## src/rtl/shift_pipe_if.sv

```systemverilog
// rtl/shift_pipe_if.sv - operand/result handshake bundle for shift_pipe
interface shift_pipe_if #(
   parameter int WIDTH = 32
);
   localparam int SHW = $clog2(WIDTH);

   logic             in_valid;
   logic             in_ready;
   logic [WIDTH-1:0] data_in;
   logic [SHW-1:0]   shift;
   logic             right;
   logic             arith;
   logic             rotate;
   logic             out_valid;
   logic             out_ready;
   logic [WIDTH-1:0] data_out;

   modport master (
      output in_valid, data_in, shift, right, arith, rotate, out_ready,
      input  in_ready, out_valid, data_out
   );

   modport slave (
      input  in_valid, data_in, shift, right, arith, rotate, out_ready,
      output in_ready, out_valid, data_out
   );
endinterface

```

## src/rtl/shift_pipe.sv

```systemverilog
// rtl/shift_pipe.sv - elastic pipelined barrel shifter; SHIFT_ROTATE_EN adds rotate mode
module shift_pipe #(
   parameter int WIDTH = 32,
   parameter int PIPE  = 2
) (
   input logic         clk,
   input logic         rst_n,
   shift_pipe_if.slave bus
);
   localparam int SHW   = $clog2(WIDTH);
   localparam int BASE  = SHW / PIPE;
   localparam int EXTRA = SHW % PIPE;

   // First shift level handled by stage s; earlier stages absorb the remainder.
   function automatic int lvl_lo(input int s);
      return s * BASE + ((s < EXTRA) ? s : EXTRA);
   endfunction

   function automatic logic [WIDTH-1:0] shift_level(
      input logic [WIDTH-1:0] d,
      input int               n,
      input logic             r,
      input logic             a,
      input logic             rot
   );
      logic [WIDTH-1:0] fill;
      logic [WIDTH-1:0] res;
      if (r) begin
         fill = rot ? d : {WIDTH{a & d[WIDTH-1]}};
         res  = (d >> n) | (fill << (WIDTH - n));
      end else begin
         fill = rot ? d : '0;
         res  = (d << n) | (fill >> (WIDTH - n));
      end
      return res;
   endfunction

   logic [PIPE-1:0]  valid_q, valid_d;
   logic [WIDTH-1:0] data_q  [PIPE];
   logic [WIDTH-1:0] data_d  [PIPE];
   logic [SHW-1:0]   shift_q [PIPE];
   logic [SHW-1:0]   shift_d [PIPE];
   logic [PIPE-1:0]  right_q, right_d;
   logic [PIPE-1:0]  arith_q, arith_d;
`ifdef SHIFT_ROTATE_EN
   logic [PIPE-1:0]  rot_q, rot_d;
`endif
   logic [PIPE:0]    adv;

   always_comb begin
      logic [WIDTH-1:0] d;
      logic [SHW-1:0]   sh;
      logic             v, r, a, rot;
      int               p;
      d   = '0;
      sh  = '0;
      v   = 1'b0;
      r   = 1'b0;
      a   = 1'b0;
      rot = 1'b0;
      p   = 0;

      // adv[s]: stage s register may load this cycle
      adv[PIPE] = bus.out_ready;
      for (int s = PIPE - 1; s >= 0; s--) begin
         adv[s] = !valid_q[s] || adv[s+1];
      end

      valid_d = valid_q;
      data_d  = data_q;
      shift_d = shift_q;
      right_d = right_q;
      arith_d = arith_q;
`ifdef SHIFT_ROTATE_EN
      rot_d   = rot_q;
`endif

      for (int s = 0; s < PIPE; s++) begin
         p = (s > 0) ? s - 1 : 0;
         if (s == 0) begin
            v  = bus.in_valid;
            d  = bus.data_in;
            sh = bus.shift;
            r  = bus.right;
            a  = bus.arith;
         end else begin
            v  = valid_q[p];
            d  = data_q[p];
            sh = shift_q[p];
            r  = right_q[p];
            a  = arith_q[p];
         end
`ifdef SHIFT_ROTATE_EN
         rot = (s == 0) ? bus.rotate : rot_q[p];
`else
         rot = 1'b0;
`endif
         for (int i = 0; i < SHW; i++) begin
            if (i >= lvl_lo(s) && i < lvl_lo(s + 1) && sh[i]) begin
               d = shift_level(d, 1 << i, r, a, rot);
            end
         end
         if (adv[s]) begin
            valid_d[s] = v;
            data_d[s]  = d;
            shift_d[s] = sh;
            right_d[s] = r;
            arith_d[s] = a;
`ifdef SHIFT_ROTATE_EN
            rot_d[s]   = rot;
`endif
         end
      end
   end

   always_ff @(posedge clk or negedge rst_n) begin
      if (!rst_n) begin
         valid_q <= '0;
         right_q <= '0;
         arith_q <= '0;
`ifdef SHIFT_ROTATE_EN
         rot_q   <= '0;
`endif
         for (int s = 0; s < PIPE; s++) begin
            data_q[s]  <= '0;
            shift_q[s] <= '0;
         end
      end else begin
         valid_q <= valid_d;
         data_q  <= data_d;
         shift_q <= shift_d;
         right_q <= right_d;
         arith_q <= arith_d;
`ifdef SHIFT_ROTATE_EN
         rot_q   <= rot_d;
`endif
      end
   end

   assign bus.in_ready  = adv[0];
   assign bus.out_valid = valid_q[PIPE-1];
   assign bus.data_out  = data_q[PIPE-1];

   // Control bits of the final stage have no consumer downstream.
   logic unused_ctl;
`ifdef SHIFT_ROTATE_EN
   assign unused_ctl = ^{shift_q[PIPE-1], right_q[PIPE-1], arith_q[PIPE-1], rot_q[PIPE-1]};
`else
   assign unused_ctl = ^{shift_q[PIPE-1], right_q[PIPE-1], arith_q[PIPE-1], bus.rotate};
`endif
endmodule

```

## src/flat_wrapper.sv

```systemverilog
// flat-port wrapper written by rule: the top's interface ports become plain ports
module shift_pipe_flat 
#(
   parameter int WIDTH = 32,
   parameter int PIPE  = 2
)
  (clk, rst_n, bus_in_valid, bus_data_in, bus_shift, bus_right, bus_arith, bus_rotate, bus_out_ready, bus_in_ready, bus_out_valid, bus_data_out);
  shift_pipe_if #(.WIDTH(WIDTH)) bus_i ();
  input logic clk;
  input logic rst_n;
  input wire logic [$bits(bus_i.in_valid)-1:0] bus_in_valid;
  input wire logic [$bits(bus_i.data_in)-1:0] bus_data_in;
  input wire logic [$bits(bus_i.shift)-1:0] bus_shift;
  input wire logic [$bits(bus_i.right)-1:0] bus_right;
  input wire logic [$bits(bus_i.arith)-1:0] bus_arith;
  input wire logic [$bits(bus_i.rotate)-1:0] bus_rotate;
  input wire logic [$bits(bus_i.out_ready)-1:0] bus_out_ready;
  output wire logic [$bits(bus_i.in_ready)-1:0] bus_in_ready;
  output wire logic [$bits(bus_i.out_valid)-1:0] bus_out_valid;
  output wire logic [$bits(bus_i.data_out)-1:0] bus_data_out;
  assign bus_i.in_valid = bus_in_valid;
  assign bus_i.data_in = bus_data_in;
  assign bus_i.shift = bus_shift;
  assign bus_i.right = bus_right;
  assign bus_i.arith = bus_arith;
  assign bus_i.rotate = bus_rotate;
  assign bus_i.out_ready = bus_out_ready;
  assign bus_in_ready = bus_i.in_ready;
  assign bus_out_valid = bus_i.out_valid;
  assign bus_data_out = bus_i.data_out;
  shift_pipe #(.WIDTH(WIDTH), .PIPE(PIPE)) u_core (.clk(clk), .rst_n(rst_n), .bus(bus_i));
endmodule
```

## config.mk

```make
export PLATFORM = sky130hd
export DESIGN_NAME = shift_pipe_flat
export DESIGN_NICKNAME = d
export VERILOG_FILES = /design/src/rtl/shift_pipe_if.sv /design/src/rtl/shift_pipe.sv /design/src/flat_wrapper.sv
export SDC_FILE = /design/constraint.sdc
export NUM_CORES = 1
export LEC_CHECK = 0
export ABC_CLOCK_PERIOD_IN_PS = 1900
export BUFFER_PORTS_ARGS = -buffer_cell sky130_fd_sc_hd__clkbuf_2
export CAP_MARGIN = 20
export CELL_PAD_IN_SITES_DETAIL_PLACEMENT = 0
export CELL_PAD_IN_SITES_GLOBAL_PLACEMENT = 1
export CORE_MARGIN = 5
export CORE_UTILIZATION = 25
export DETAILED_ROUTE_END_ITERATION = 6
export GPL_TIMING_DRIVEN = 0
export HOLD_SLACK_MARGIN = 0.08
export PLACE_DENSITY = 0.58
export SYNTH_ARGS = -nofsm -noshare
export SYNTH_HDL_FRONTEND = slang
export SYNTH_SLANG_ARGS = --single-unit
export TNS_END_PERCENT = 30
```

## constraint.sdc

```tcl
create_clock -name clk -period 1.9 [get_ports clk]
set_clock_uncertainty 0.2 [all_clocks]
set_input_delay 0 -clock clk [delete_from_list [all_inputs] [get_ports clk]]
set_output_delay 0 -clock clk [all_outputs]
set_load 0.005 [all_outputs]
```

==> results_dict.tcl <==
set metrics [dict create \
    status "finished, violations left" \
    failed_checks "negative setup slack" \
    seq_area_frac_synth 0.284 \
    clock_power_share 0.281 \
    rows 57 \
    power_density_nw_per_um2 804 \
    synthToLayoutAreaGrowth_pct 22.0 \
    min-delay-start "bus_data_in[18]" \
    wire_per_inst_um 21.6 \
    fillers 2644 \
    tns_ns -0.00694 \
    antenna_cells 0 \
    crit_arrival_ns 1.91 \
    grt_pass1_wl_um 39500 \
    slew_headroom 0.491 \
    setup_ws_ns -0.00694 \
    r2r_cells 6 \
    fin_nets 897 \
    regToRegStartpoint "u_core.valid_q[1]$_DFFE_PN0P_" \
    routed.top_layer "met4" \
    slowest_stage "a222oi_1" \
    route.met3.wl_um 1370 \
    worstSkewPairLatency_ns 0.34 \
    antenna_found_initial 0 \
    clock_path_buffers 2 \
    finalHoldViolCount 0 \
    critPathCaptureType "flip-flop" \
    met2_length_um 11700 \
    die_w_um 167 \
    remaining_drc_errors 0 \
    required_ns 1.90 \
    grt_pass1_vias 6338 \
    synth_cell_types 53 \
    firstDrtPassIters 5 \
    wl_met1_um 11900 \
    num_io_pins 78 \
    worst_pin_slew_ns 0.761 \
    rsz0062_at_grt "true" \
    start_util 0.253 \
    numCtsBuffers 9 \
    cts_tree "yes" \
    drv_cap 0 \
    critPathBufInv 3 \
    die_y_um 167 \
    drv_slew 0 \
    cp-startpoint "bus_right" \
    yosys.area.top_type "dfrtp_1" \
    post-route-util 0.309 \
    detail-route-antenna-nets 0 \
    drive_above_1_share 0.266 \
    yosysWarningCount 0 \
    grt_usage 0.179 \
    worstSetupStartpointType "input port" \
    dp_hpwl_um 19500 \
    synth-edff-count 0 \
    whs_path_depth 3 \
    totalWireLength_um 25500 \
    ff2ff_setup_slack_ns 0.07 \
    critPathMaxStageDelay_ns 0.67 \
    holdWs_ns 0.0838 \
    ys_top_cells_by_count "nand2_1, nor2_1, mux2i_1" \
    cp_top_family "compound AO/OA/AOI/OAI gates" \
    async_flop_share 1.00 \
    grt_max_degree 42 \
    ys.flop_type "dfrtp_1" \
    min_path_type "input port to flip-flop" \
    cts_sinks 70 \
    r2r_end "u_core.data_q[44]$_DFFE_PN0P_" \
    setup_viol 1 \
    comb_power_share 0.372 \
    multi_input_comb_area_um2 3880 \
    peakVddDrop_v 0.000414 \
    whs_endpoint "u_core.data_q[50]$_DFFE_PN0P_" \
    core_area_um2 24300 \
    yosys_register_bits 70 \
    die_area_um2 27900 \
    syn_nets 806 \
    fin_crit_ns 1.91 \
    viasPerCell 5.26 \
    fmax_mhz 524 \
    port_buffers 72 \
    dp_slack_ns -0.642 \
    path_clk_slew_ns 0.06 \
    globalRouteOverflowTotal 0 \
    syn_inst 762 \
    yosys.area.top_type_share 0.284 \
    switching_power_uw 2220 \
    syn_area_um2 6160 \
    cts_root_buf "clkbuf_16" \
    avgSynthCellArea_um2 8.08 \
    synth.most_common_cell "nand2_1" \
    drt-initial-drc-count 426 \
    p_sw_frac 0.368 \
    crit_type "input port to flip-flop" \
    seq_power_share 0.347 \
    gp_congestion 0.889 \
    leakage_uw 0.00329 \
    htree_levels 3 \
    critical_path.max_fanout 10 \
    final.period_utilization 1.00 \
    path_cells "buf_4 > buf_4 > nand2_1 > buf_2 > o21ai_0 > a222oi_1 > a21oi_1" \
    regArea_um2 1750 \
    path_common_cell "buf_4" \
    dr_total_vias 6214 \
    p_int_uw 3820 \
    synth.area.top_cells "dfrtp_1, mux2i_1, a21oi_1" \
]
layout by cell type, fill, tap and decap left out, types with 7 or more instances in the layout:
master          n
mux4_2         10
dfrtp_1        68
dlygate4sd3_1   9
nand2_1        87
a211oi_1       15
mux2_2         20
a31oi_1        10
buf_4          44
o22ai_1        13
buf_2          21
nor2_1         78
nand2b_1       11
mux2i_1        73
clkbuf_2       79
nand3_1         7
o211ai_1        7
clkbuf_1       12
a22oi_1        10
o21ai_0        66
a21o_1          9
a21oi_1        68
clkbuf_16      11
metrics by stage:
stage | area (um2) | cells | total power (uW)
floorplan | 6160 | 762 | 3380
global placement | 6930 | 1158 | 4230
detailed placement | 6950 | 1159 | 4240
CTS | 7420 | 1183 | 6000
global route | 7520 | 1182 | 6390
finish | 7520 | 1182 | 6040
registers in the layout (all words and copies together), names as in the netlist:
signal,cells
u_core.arith_q,1
u_core.bus.data_out,32
u_core.data_q,32
u_core.right_q,1
u_core.shift_q,2
u_core.valid_q,2
routing by layer:
layer	track usage	vias up
li1	-	2959
met1	0.255	2989
met2	0.283	226
met3	0.0228	40
met4	0.0537	0
met5	0	-
power groups by stage:
| stage | registers, uW | clock network (uW) | logic (uW) |
|---|---|---|---|
| global route | 2130 | 1790 | 2470 |
| detailed placement | 2110 | 0 | 2140 |
| finish | 2090 | 1700 | 2250 |
| floorplan | 1950 | 0 | 1430 |
| CTS | 2080 | 1730 | 2190 |
| global placement | 2100 | 0 | 2130 |
worst max path at each step:
stage                                                endpoint  depth (start not counted)  slack, ns
after detailed placement        u_core.data_q[47]$_DFFE_PN0P_                          7      -0.64
after global placement          u_core.data_q[47]$_DFFE_PN0P_                          7      -0.72
final                           u_core.data_q[37]$_DFFE_PN0P_                          7     -0.007
after global routing                             bus_in_ready                          6      -0.05
after floorplan                 u_core.data_q[47]$_DFFE_PN0P_                          7       0.09
after CTS                 u_core.bus.data_out[30]$_DFFE_PN0P_                          6      -0.16
repair_timing:
item | in CTS | in global routing
endpoints found under the hold margin | 80 | 0
hold buffers | 9 | 0
pin swaps | 1 | 0
gates resized for setup | 30 | 43
buffers inserted | 0 | 1
endpoints found under the setup margin | 68 | 57
kinds of logic after synthesis:
group | Yosys count | share of synthesized area
DFF | 70 | 0.284
and+or+nand+nor | 208 | 0.140
muxes | 108 | 0.200
AOI/OAI and AO/OA | 267 | 0.277
buffers and inverters | 109 | 0.0993
cell type report:
type                    instances  share of cell area
inverters                       9             0.00449
clock inverters                 7             0.00999
plain buffers                  97              0.0887
repair buffers                 83              0.0639
well taps                     324              0.0539
flip-flops and latches         70               0.233
multi-input cells             583               0.516
clock buffers                   9              0.0300
worst register-to-register path: stages (launching register included):
cell and delay, ns:
dfrtp_1 0.38, nor2b_1 0.14, and2_2 0.23, inv_2 0.12
buf_2 0.28, o21ai_0 0.18, o22a_1 0.19
No activity file was read; power rests on OpenSTA's default activity.
